[config.mk]
export PLATFORM = sky130hd
export DESIGN_NAME = wait_thread_scheduler
export DESIGN_NICKNAME = d
export VERILOG_FILES = /design/src/rtl/wait_thread_scheduler.sv
export SDC_FILE = /design/constraint.sdc
export NUM_CORES = 1
export LEC_CHECK = 0
export ABC_AREA = 1
export CORE_MARGIN = 4
export CORE_UTILIZATION = 42
export DETAILED_ROUTE_END_ITERATION = 8
export HOLD_SLACK_MARGIN = 0.03
export PLACE_DENSITY = 0.77
export SYNTH_ARGS = -nofsm -noshare
export SYNTH_HDL_FRONTEND = slang
export SYNTH_SLANG_ARGS = --single-unit
export TNS_END_PERCENT = 50
[constraint.sdc]
create_clock -name clk -period 2.2 [get_ports clk]
set_input_delay 0.44 -clock clk [delete_from_list [all_inputs] [get_ports clk]]
set_output_delay 0.44 -clock clk [all_outputs]
set_load 0.05 [all_outputs]
[src/rtl/wait_thread_scheduler.sv]
// wait_thread_scheduler
// Shared wait(N) counter bank for synthesized thread FSMs. Each thread parks
// for a programmed number of cycles, then competes for one shared resume
// slot through a round-robin arbiter (at most one grant per cycle).

module wait_thread_scheduler #(
  parameter int NUM_THREADS = 4,
  parameter int WAIT_W      = 8,
  parameter int ID_W        = $clog2(NUM_THREADS)
) (
  input  logic                          clk,
  input  logic                          reset,
  input  logic [NUM_THREADS-1:0]        req_valid,
  input  logic [NUM_THREADS*WAIT_W-1:0] req_count,
  output logic [NUM_THREADS-1:0]        req_ready,
  input  logic                          grant_en,
  output logic [NUM_THREADS-1:0]        grant,
  output logic                          grant_valid,
  output logic [ID_W-1:0]               grant_id,
  output logic [NUM_THREADS-1:0]        waiting
);

  typedef enum logic [1:0] {
    ST_IDLE    = 2'd0,
    ST_WAITING = 2'd1,
    ST_READY   = 2'd2
  } thread_state_t;

  // Width-matched constants for the pointer and counter arithmetic.
  localparam logic [ID_W:0]     NUM_THREADS_W = (ID_W+1)'(NUM_THREADS);
  localparam logic [ID_W-1:0]   LAST_ID       = ID_W'(NUM_THREADS-1);
  localparam logic [ID_W-1:0]   ID_ONE        = ID_W'(1);
  localparam logic [WAIT_W-1:0] CNT_ONE       = WAIT_W'(1);

  // Per-thread status decoded from registered state only.
  logic [NUM_THREADS-1:0] idle_vec;
  logic [NUM_THREADS-1:0] wait_vec;
  logic [NUM_THREADS-1:0] ready_vec;

  // Arbiter results and round-robin pointer.
  logic [NUM_THREADS-1:0] grant_vec;
  logic [ID_W-1:0]        grant_idx;
  logic                   grant_found;
  logic [ID_W-1:0]        rr_reg;
  logic [ID_W-1:0]        rr_next;

  genvar gi;
  generate
    for (gi = 0; gi < NUM_THREADS; gi++) begin : g_thread
      thread_state_t     state_reg;
      thread_state_t     state_next;
      logic [WAIT_W-1:0] cnt_reg;
      logic [WAIT_W-1:0] cnt_next;
      logic [WAIT_W-1:0] req_k;
      logic              accept;

      assign req_k  = req_count[gi*WAIT_W +: WAIT_W];
      // Only an IDLE thread takes a request; busy requests are dropped.
      assign accept = req_valid[gi] && (state_reg == ST_IDLE);

      // Thread FSM next-state: park, count down unconditionally, wait for grant.
      always_comb begin
        state_next = state_reg;
        cnt_next   = cnt_reg;
        case (state_reg)
          ST_IDLE: begin
            if (accept) begin
              if (req_k == '0) begin
                state_next = ST_READY;
                cnt_next   = '0;
              end else begin
                state_next = ST_WAITING;
                cnt_next   = req_k;
              end
            end
          end
          ST_WAITING: begin
            if (cnt_reg == CNT_ONE) begin
              state_next = ST_READY;
              cnt_next   = '0;
            end else begin
              cnt_next = cnt_reg - CNT_ONE;
            end
          end
          ST_READY: begin
            if (grant_vec[gi]) begin
              state_next = ST_IDLE;
            end
          end
          default: begin
            state_next = ST_IDLE;
            cnt_next   = '0;
          end
        endcase
      end

      // Thread state and counter registers; reset discards any pending wait.
      always_ff @(posedge clk) begin
        if (reset) begin
          state_reg <= ST_IDLE;
          cnt_reg   <= '0;
        end else begin
          state_reg <= state_next;
          cnt_reg   <= cnt_next;
        end
      end

      assign idle_vec[gi]  = (state_reg == ST_IDLE);
      assign wait_vec[gi]  = (state_reg == ST_WAITING);
      assign ready_vec[gi] = (state_reg == ST_READY);
    end
  endgenerate

  // Round-robin arbiter: first READY thread scanning from rr, wrapping.
  always_comb begin
    logic [ID_W:0]   idx_wide;
    logic [ID_W-1:0] idx;
    grant_vec   = '0;
    grant_idx   = '0;
    grant_found = 1'b0;
    idx_wide    = '0;
    idx         = '0;
    if (grant_en && !reset) begin
      for (int off = 0; off < NUM_THREADS; off++) begin
        idx_wide = {1'b0, rr_reg} + (ID_W+1)'(off);
        if (idx_wide >= NUM_THREADS_W) begin
          idx_wide = idx_wide - NUM_THREADS_W;
        end
        idx = idx_wide[ID_W-1:0];
        if (!grant_found && ready_vec[idx]) begin
          grant_found    = 1'b1;
          grant_vec[idx] = 1'b1;
          grant_idx      = idx;
        end
      end
    end
  end

  // Pointer advances past the winner; unchanged when nothing is granted.
  always_comb begin
    rr_next = rr_reg;
    if (grant_found) begin
      rr_next = (grant_idx == LAST_ID) ? '0 : grant_idx + ID_ONE;
    end
  end

  // Round-robin pointer register.
  always_ff @(posedge clk) begin
    if (reset) begin
      rr_reg <= '0;
    end else begin
      rr_reg <= rr_next;
    end
  end

  // Outputs are forced to their reset values while reset is held.
  assign grant       = grant_vec;
  assign grant_valid = grant_found;
  assign grant_id    = grant_idx;
  assign req_ready   = idle_vec | {NUM_THREADS{reset}};
  assign waiting     = wait_vec & ~{NUM_THREADS{reset}};

endmodule

==> impl_metrics.csv, run 1 <==
group,metric,value,unit
critical_path,worstPathMaxFanout,7,
grt,antenna_found_initial,0,
layout,final_cells,685,
synth,synth.distinct_cells,31,
layout,largest_register_ffs,32,
routing,drcViolationCount,0,
placed_design,dp.cells,669,
timing,hold_violations,0,
timing,tightest_slew,475,ps
cts,clock_latency,290,ps
synth,synth.most_common_cell,"nand2_1",
synth,synth_top_flop_cell,"dfxtp_1",
timing,fin_ws,-160,ps
hold_path,min_path_type,"flop to flop",
critical_path,cp.required,1760,ps
cts,cts.sinks,42,
synth,synthTopCellsByArea,"dfxtp_1 26%, nand2_1 14%, inv_1 10%",
cts,clk_pin_slew,80,ps
critical_path,worstSetupPathType,"flop to output port",
synth,synth_cells,508,
layout,utilization,59.9,%
timing,finClkSkew,7.05,ps
cts,cts-hold-fix-buffers,0,
synth,ys_ff_latch,42,
timing,finalCritPeriodShare,107,%
synth,synth_commonest_cells,"122 x nand2_1, 85 x inv_1, 42 x dfxtp_1",
critical_path,critPathArrivalTime,1920,ps
layout,final_area,4390,um^2
grt,globalRouteOverflowTotal,0,
routing,drtIter0Drc,220,
synth,syn_area,3190,um^2
routing,wl_per_cell,12.6,um
power_and_ir_drop,total_power,5.80,mW
status,status,"finished, violations left",
placed_design,place_congestion,0.937,
flow_run,maxCapViolations,0,
floorplanning,die_h,95.2,um
critical_path,reg2regPathDepth,17,
synth,ys_async_sr_fraction,0,%
floorplanning,die_area,9060,um^2
hold_path,worst_hold_path.num_cells,2,
grt,grt_usage,19.3,%
timing,setup_viol_count_final,8,
synth,yosysSeqAreaShare,26.3,%
floorplanning,core_area,7330,um^2
synth,synth_top_cell_area_share,26.3,%
grt,grt_pass1_vias,3295,
timing,max_freq,0.424,GHz
critical_path,start_kind,"flop",
timing,slew_viol_final,0,
status,violations,"negative setup slack",
synth,synth_edf_count,0,
cts,clk_path_buf_depth,2,
grt,grt_max_degree,26,
layout,drive_above_1_share,17.6,%
power_and_ir_drop,p_per_area,1320,nW/um^2
power_and_ir_drop,p_leak,2.04,nW
routing,wl,8.65,mm
timing,relSlewSlack,68.0,%
critical_path,end_kind,"output port",
synth,yosysTopAreaCell,"dfxtp_1",
synth,yosysWarnings,0,
cts,cts_root_buf,"clkbuf_8",
placed_design,io_buffers,53,
floorplanning,start_util,43.6,%
timing,rsz0062_at_grt,"yes",
layout,final_nets,641,
floorplanning,ioPinCount,54,
timing,fin_crit,2360,ps
placed_design,detailed_place.area,4080,um^2
synth,synthesis.nets,564,
floorplanning,chipWidth,95.2,um
floorplanning,num_rows,31,
layout,diodes,0,
synth,syn_area_per_cell,6.29,um^2
cts,cts_buffers,5,
cts,cts_tree,"yes",
placed_design,dp_hpwl,6.60,mm
routing,vias_per_cell,5.16,
cts,htreeDepth,2,
routing,vias,3535,
layout,syn2layout_area_growth,37.6,%
layout,fill_cells,660,
routing,ant_nets,0,
routing,dr.pass1.iters,5,
power_and_ir_drop,irDropWorstVdd,0.572,mV
grt,grt_pass1_wl,14.3,mm
[worst max-delay path, cell delays in order, from the launching register on]
cell     delay, ps
dfxtp_4        380
inv_6           50
ha_4           280
inv_4           40
nand2_4         80
nand2_4         70
nand2_4         80
inv_2           50
nand2_1         70
nand3_1        110
o21ai_2        190
inv_1           70
buf_6          150
[cell families (layout without fill, tap and decap cells)]
group | Yosys count | after routing | share of synthesized area, %
AOI/OAI and AO/OA | 102 | 102 | 17.5
xor gates and xnor gates | 20 | 20 | 5.49
adders and majority gates | 17 | 17 | 6.66
buffers and inverters | 102 | 180 | 12.0
DFF | 42 | 42 | 26.3
and+or+nand+nor | 225 | 225 | 32.0
[through the flow]
stage	setup slack, ps	hold WS, ps	setup TNS (ps)
3_3_place_gp	86.1	456	0
2_1_floorplan	-82.0	445	-82.0
5_1_grt	-248	495	-1960
4_1_cts	-137	473	-806
3_5_place_dp	58.2	460	0
6_report	-160	477	-970
[layer usage]
layer | vias up | global-route usage, % | part of all wire (%)
met3 | 15 | 3.55 | 5.0
met4 | 0 | 5.05 | 1.3
met2 | 108 | 33.2 | 50
met5 | - | 0 | 0
li1 | 1786 | - | -
met1 | 1626 | 24.7 | 43
[path summary, 6_finish.rpt]
path | from | endpoint | slack (ps)
min reg2reg | g_thread[3].cnt_reg[7] | g_thread[3].cnt_reg[7] | 480
max | rr_reg[0] | grant[2] | -160
max reg2reg | rr_reg[0] | rr_reg[1] | -30
min | g_thread[3].cnt_reg[7] | g_thread[3].cnt_reg[7] | 480
[layout make-up]
class / instances / area [um^2] / area share (%)
timing repair buffer: 76 / 833 / 19.0
clock buffer: 6 / 93.8 / 2.14
clock inverter: 2 / 10.0 / 0.228
inverter: 96 / 370 / 8.43
sequential: 42 / 851 / 19.4
multi-input combinational: 364 / 2110 / 48.1
tap: 99 / 124 / 2.82
[power by group]
part / total, mW / switching, mW / internal [mW]
logic: 3.90 / 2.31 / 1.59
registers: 1.33 / 0.282 / 1.05
clock network: 0.558 / 0.269 / 0.288
[what timing repair did]
item | CTS | global route
pin swaps | 16 | 7
setup buffers | 6 | 2
resized for setup | 26 | 13
setup endpoints to repair | 7 | 9
[layout by cell type, fill, tap and decap left out, types with 13 or more instances in the layout]
cell type          n
xor2_1            13
nor2_1            39
o22ai_1           23
dfxtp_1           38
inv_1             82
ha_1              16
clkdlybuf4s50_1   38
o21ai_0           21
buf_4             20
nand2_2           16
a21oi_1           41
nand2_1          112
nand3_1           14
No activity file was read; power rests on OpenSTA's default activity.
==> run 2, diff against run 1 <==
Settings changed: CORE_ASPECT_RATIO set to 1.25.
==> impl_metrics.csv, run 2 (synthesis gave the netlist of run 1 again) <==
group,metric,value,unit
placed_design,place_congestion,0.926,
placed_design,dp_hpwl,6.74,mm
layout,drive_above_1_share,17.5,%
critical_path,reg2regPathDepth,14,
routing,wl_per_cell,12.9,um
layout,largest_register_ffs,32,
cts,cts_buffers,5,
grt,grt_pass1_vias,3397,
power_and_ir_drop,clockPowerShare,8.7,%
hold_path,worst_hold_path.num_cells,2,
layout,final_cell_mix,"112 x nand2_1, 81 x inv_1, 41 x a21oi_1",
floorplanning,die_h,105,um
placed_design,pre_cts_ws,-11.8,ps
power_and_ir_drop,p_int,2.80,mW
timing,finalCritPeriodShare,109,%
hold_path,min_path_type,"flop to flop",
floorplanning,num_rows,35,
grt,globalRouteOverflowTotal,0,
timing,relSlewSlack,69.4,%
power_and_ir_drop,power.switching,2.83,mW
cts,clock_latency,290,ps
floorplanning,chipWidth,86.0,um
critical_path,worstPathMaxFanout,6,
cts,cts_root_buf,"clkbuf_8",
routing,ant_nets,0,
grt,antenna_found_initial,0,
power_and_ir_drop,combPwrFrac,67.4,%
timing,rsz0062_at_grt,"yes",
status,violations,"negative setup slack",
cts,htreeDepth,2,
placed_design,io_buffers,53,
grt,grt_max_degree,24,
routing,dr.pass1.iters,5,
timing,finClkSkew,13.0,ps
critical_path,end_kind,"output port",
layout,utilization,58.3,%
routing,vias_per_cell,5.20,
critical_path,cp.required,1760,ps
grt,grt_pass1_wl,14.4,mm
floorplanning,ioPinCount,54,
power_and_ir_drop,irDropWorstVdd,0.554,mV
floorplanning,start_util,43.1,%
timing,max_freq,0.418,GHz
power_and_ir_drop,p_leak,2.02,nW
routing,drtIter0Drc,157,
flow_run,maxCapViolations,0,
power_and_ir_drop,sw_frac_of_total,50.3,%
routing,vias,3514,
timing,fin_ws,-192,ps
cts,cts_tree,"yes",
timing,fin_crit,2390,ps
cts,clk_path_buf_depth,2,
critical_path,worstSetupPathType,"flop to output port",
layout,diodes,0,
cts,clk_pin_slew,80,ps
timing,tightest_slew,455,ps
routing,wl,8.75,mm
status,status,"finished, violations left",
layout,syn2layout_area_growth,35.2,%
timing,whs,472,ps
grt,grt_usage,18.9,%
timing,hold_violations,0,
timing,slew_viol_final,0,
layout,layout_commonest_cell,"nand2_1",
cts,cts.sinks,42,
cts,cts-hold-fix-buffers,0,
timing,finalSetupTns,-1230,ps
power_and_ir_drop,p_per_area,1300,nW/um^2
floorplanning,core_area,7400,um^2
timing,setup_viol_count_final,9,
layout,final_nets,639,
routing,drcViolationCount,0,
floorplanning,die_area,9070,um^2
critical_path,start_kind,"flop",
critical_path,critPathArrivalTime,1950,ps
power_and_ir_drop,seqPwrFrac,23.8,%
## run 2: cell types whose count changed in the layout (fill, tap and decap cells not counted), sizes merged
cell	before	now
buf	38	36
## run 2: power groups by stage
stage,clock [mW],combinational (mW),sequential [mW]
6_report,0.492,3.80,1.34
5_1_grt,0.537,4.21,1.38
4_1_cts,0.508,3.69,1.33
3_5_place_dp,0,3.54,1.35
3_3_place_gp,0,3.43,1.33
2_1_floorplan,0,2.61,1.30
## run 2: layer usage
layer  global-route usage, %  wire length, um  up-vias  share of wire, %
met4                    8.82              193        0               2.2
met2                    33.9             4640       99                53
met5                       0                0        -                 0
met3                    2.42              338       22               3.9
li1                        -                -     1782                 -
met1                    21.9             3570     1611                41
## run 2: area by class of cell
type | instances | area, um^2
Clock buffer | 6 | 72.6
Clock inverter | 2 | 13.8
Fill cell | 676 | 3080
Inverter | 96 | 370
Multi-Input combinational cell | 364 | 2100
Sequential cell | 42 | 852
Tap cell | 92 | 115
Timing Repair Buffer | 74 | 795
## run 2: final timing paths
| kind | start | to | slack, ps |
|---|---|---|---|
| max | rr_reg[0] | grant_id[1] | -190 |
| min | g_thread[3].cnt_reg[7] | g_thread[3].cnt_reg[7] | 470 |
| max reg2reg | rr_reg[0] | rr_reg[1] | -30 |
| min reg2reg | g_thread[3].cnt_reg[7] | g_thread[3].cnt_reg[7] | 470 |
## run 2: what timing repair did
item	CTS	global route
buffers inserted	6	2
resized for setup	18	18
pin swaps	7	12
endpoints found under the setup margin	7	9
## run 2: worst max-delay path: stages (launching register included)
cell and delay, ps:
dfxtp_4 380, inv_6 50, ha_4 300, inv_4 50
nand2_4 80, nand3_4 100, nor2_4 200, nand2_2 80
a41oi_4 250, buf_12 180
## run 2: metrics by stage
step,cell area [um^2],power [mW],cells
2_1_floorplan,3250,3.91,508
3_3_place_gp,4050,4.76,660
3_5_place_dp,4050,4.89,660
4_1_cts,4250,5.53,674
5_1_grt,4320,6.13,676
6_report,4320,5.63,676
==> run 3, diff against run 2 <==
--- a/config.mk
+++ b/config.mk
@@ -14,2 +14,3 @@
 export PLACE_DENSITY = 0.77
+export SETUP_SLACK_MARGIN = 0.5
 export SYNTH_ARGS = -nofsm -noshare
--- a/constraint.sdc
+++ b/constraint.sdc
@@ -3,2 +3,2 @@
 set_output_delay 0.44 -clock clk [all_outputs]
-set_load 0.05 [all_outputs]
+set_load 0.02 [all_outputs]
==> impl_metrics.csv, run 3 (synthesis gave the netlist of run 1 again) <==
group,metric,value,unit
floorplanning,die_area,9070,um^2
layout,final_nets,670,
critical_path,reg2regPathDepth,15,
critical_path,cpPeakStageDelay,380,ps
floorplanning,chipWidth,86.0,um
hold_path,worst_hold_path.num_cells,2,
cts,clk_pin_slew,90,ps
critical_path,cp_top_family,"simple AND/OR/NAND/NOR gates",
routing,vias_per_cell,5.27,
cts,clock_latency,300,ps
status,status,"finished, violations left",
critical_path,start_kind,"flop",
cts,cts_root_buf,"clkbuf_8",
layout,seqCellArea,860,um^2
cts,cts_buffers,5,
critical_path,worstPathMaxFanout,4,
layout,fill_cells,638,
layout,syn2layout_area_growth,47.5,%
critical_path,cp_slowest_cell,"dfxtp_4",
timing,relSlewSlack,72.7,%
grt,antenna_found_initial,0,
flow_run,maxCapViolations,0,
routing,drcViolationCount,0,
cts,htreeDepth,2,
floorplanning,core_area,7400,um^2
floorplanning,num_rows,35,
cts,cts_tree,"yes",
critical_path,critPathArrivalTime,1910,ps
timing,hold_violations,0,
critical_path,end_kind,"output port",
routing,wl,9.57,mm
critical_path,r2r_setup_slack,80,ps
grt,grt_pass1_wl,15.6,mm
routing,ant_nets,0,
routing,dr.pass1.iters,5,
floorplanning,ioPinCount,54,
layout,multi_input_area,2260,um^2
floorplanning,start_util,43.1,%
placed_design,place_congestion,0.945,
layout,utilization,63.6,%
timing,whs,484,ps
power_and_ir_drop,p_per_area,1310,nW/um^2
hold_path,min_to,"g_thread[1].cnt_reg[5]",
routing,wl_per_cell,13.5,um
grt,grt_max_degree,24,
critical_path,cp.required,1760,ps
critical_path,worstSetupPathType,"flop to output port",
timing,rsz0062_at_grt,"yes",
placed_design,io_buffers,53,
critical_path,cp.buffers_inverters,4,
timing,slew_viol_final,0,
layout,largest_register_ffs,32,
power_and_ir_drop,p_leak,2.18,nW
timing,fin_ws,-147,ps
routing,vias,3729,
hold_path,hold_path.startpoint,"g_thread[1].cnt_reg[5]",
cts,cts.sinks,42,
hold_path,min_path_type,"flop to flop",
timing,finalCritPeriodShare,107,%
status,violations,"negative setup slack",
layout,layout_commonest_cell,"nand2_1",
timing,setup_viol_count_final,6,
placed_design,dp_hpwl,6.75,mm
floorplanning,die_h,105,um
layout,diodes,0,
critical_path,rr_endpoint,"rr_reg[1]",
timing,tightest_slew,406,ps
layout,drive_above_1_share,29.3,%
timing,max_freq,0.426,GHz
timing,finClkSkew,6.35,ps
cts,clk_path_buf_depth,2,
timing,fin_crit,2350,ps
layout,final_cell_mix,"106 x nand2_1, 69 x inv_1, 45 x buf_4",
critical_path,r2r-start,"rr_reg[0]",
grt,grt_pass1_vias,3657,
placed_design,pre_cts_ws,-333,ps
grt,grt_usage,20.7,%
critical_path,cp_common_cell,"nand2_4",
grt,globalRouteOverflowTotal,0,
power_and_ir_drop,irDropWorstVdd,0.537,mV
routing,drtIter0Drc,200,
critical_path,cp_cell_sequence,"inv_6 > ha_4 > inv_4 > nand2_4 > nand2_4 > nor2_2 > nand4_1 > nand3_1 > nand2_2 > inv_2 > buf_6",
## run 3: stage by stage
stage | std cells | area (um^2) | TNS, ps | power (mW)
global placement | 689 | 4200 | -3140 | 4.80
finish | 707 | 4710 | -744 | 6.18
global route | 707 | 4710 | -1290 | 6.71
detailed placement | 689 | 4200 | -3180 | 4.89
CTS | 705 | 4570 | -367 | 5.92
floorplan | 508 | 3260 | 0 | 3.79
## run 3: worst max path at each step
stage               depth (start not counted)          end      start  slack, ps
floorplan                                  12    rr_reg[1]  rr_reg[0]        110
global placement                            7  grant_id[0]      reset       -320
detailed placement                          7  grant_id[0]      reset       -330
finish                                     11     grant[1]  rr_reg[0]       -150
CTS                                        10  grant_id[0]  rr_reg[0]        -80
global route                               13     grant[1]  rr_reg[0]       -230
## run 3: worst min-delay path, cell delays in order (launching register included)
cell and delay, ps:
dfxtp_1 330, nand2_1 60, a21oi_1 50
## run 3: area by class of cell
class | instances | area share, %
multi-input combinational | 364 | 47.9
timing repair buffer | 105 | 20.7
sequential | 42 | 18.3
inverter | 96 | 7.92
tap | 92 | 2.44
clock buffer | 6 | 1.99
clock inverter | 2 | 0.824
## run 3: per-layer routing
layer  global-route usage (%)  wire, um
met1                     23.2      3780
met4                     9.62       300
met3                     3.13       383
met2                     37.5      5110
met5                        0         0
## run 3: where the power goes
| group | internal (mW) | switching, mW | total [mW] | leakage [nW] |
|---|---|---|---|---|
| sequential | 1.06 | 0.269 | 1.33 | 0.350 |
| combinational | 1.78 | 2.37 | 4.15 | 1.76 |
| clock | 0.409 | 0.289 | 0.698 | 0.0665 |
## run 3: what timing repair did
item	CTS	global route
gates resized for setup	142	43
hold buffers	0	0
setup endpoints to repair	23	24
pin swaps	26	17
buffers inserted	8	2
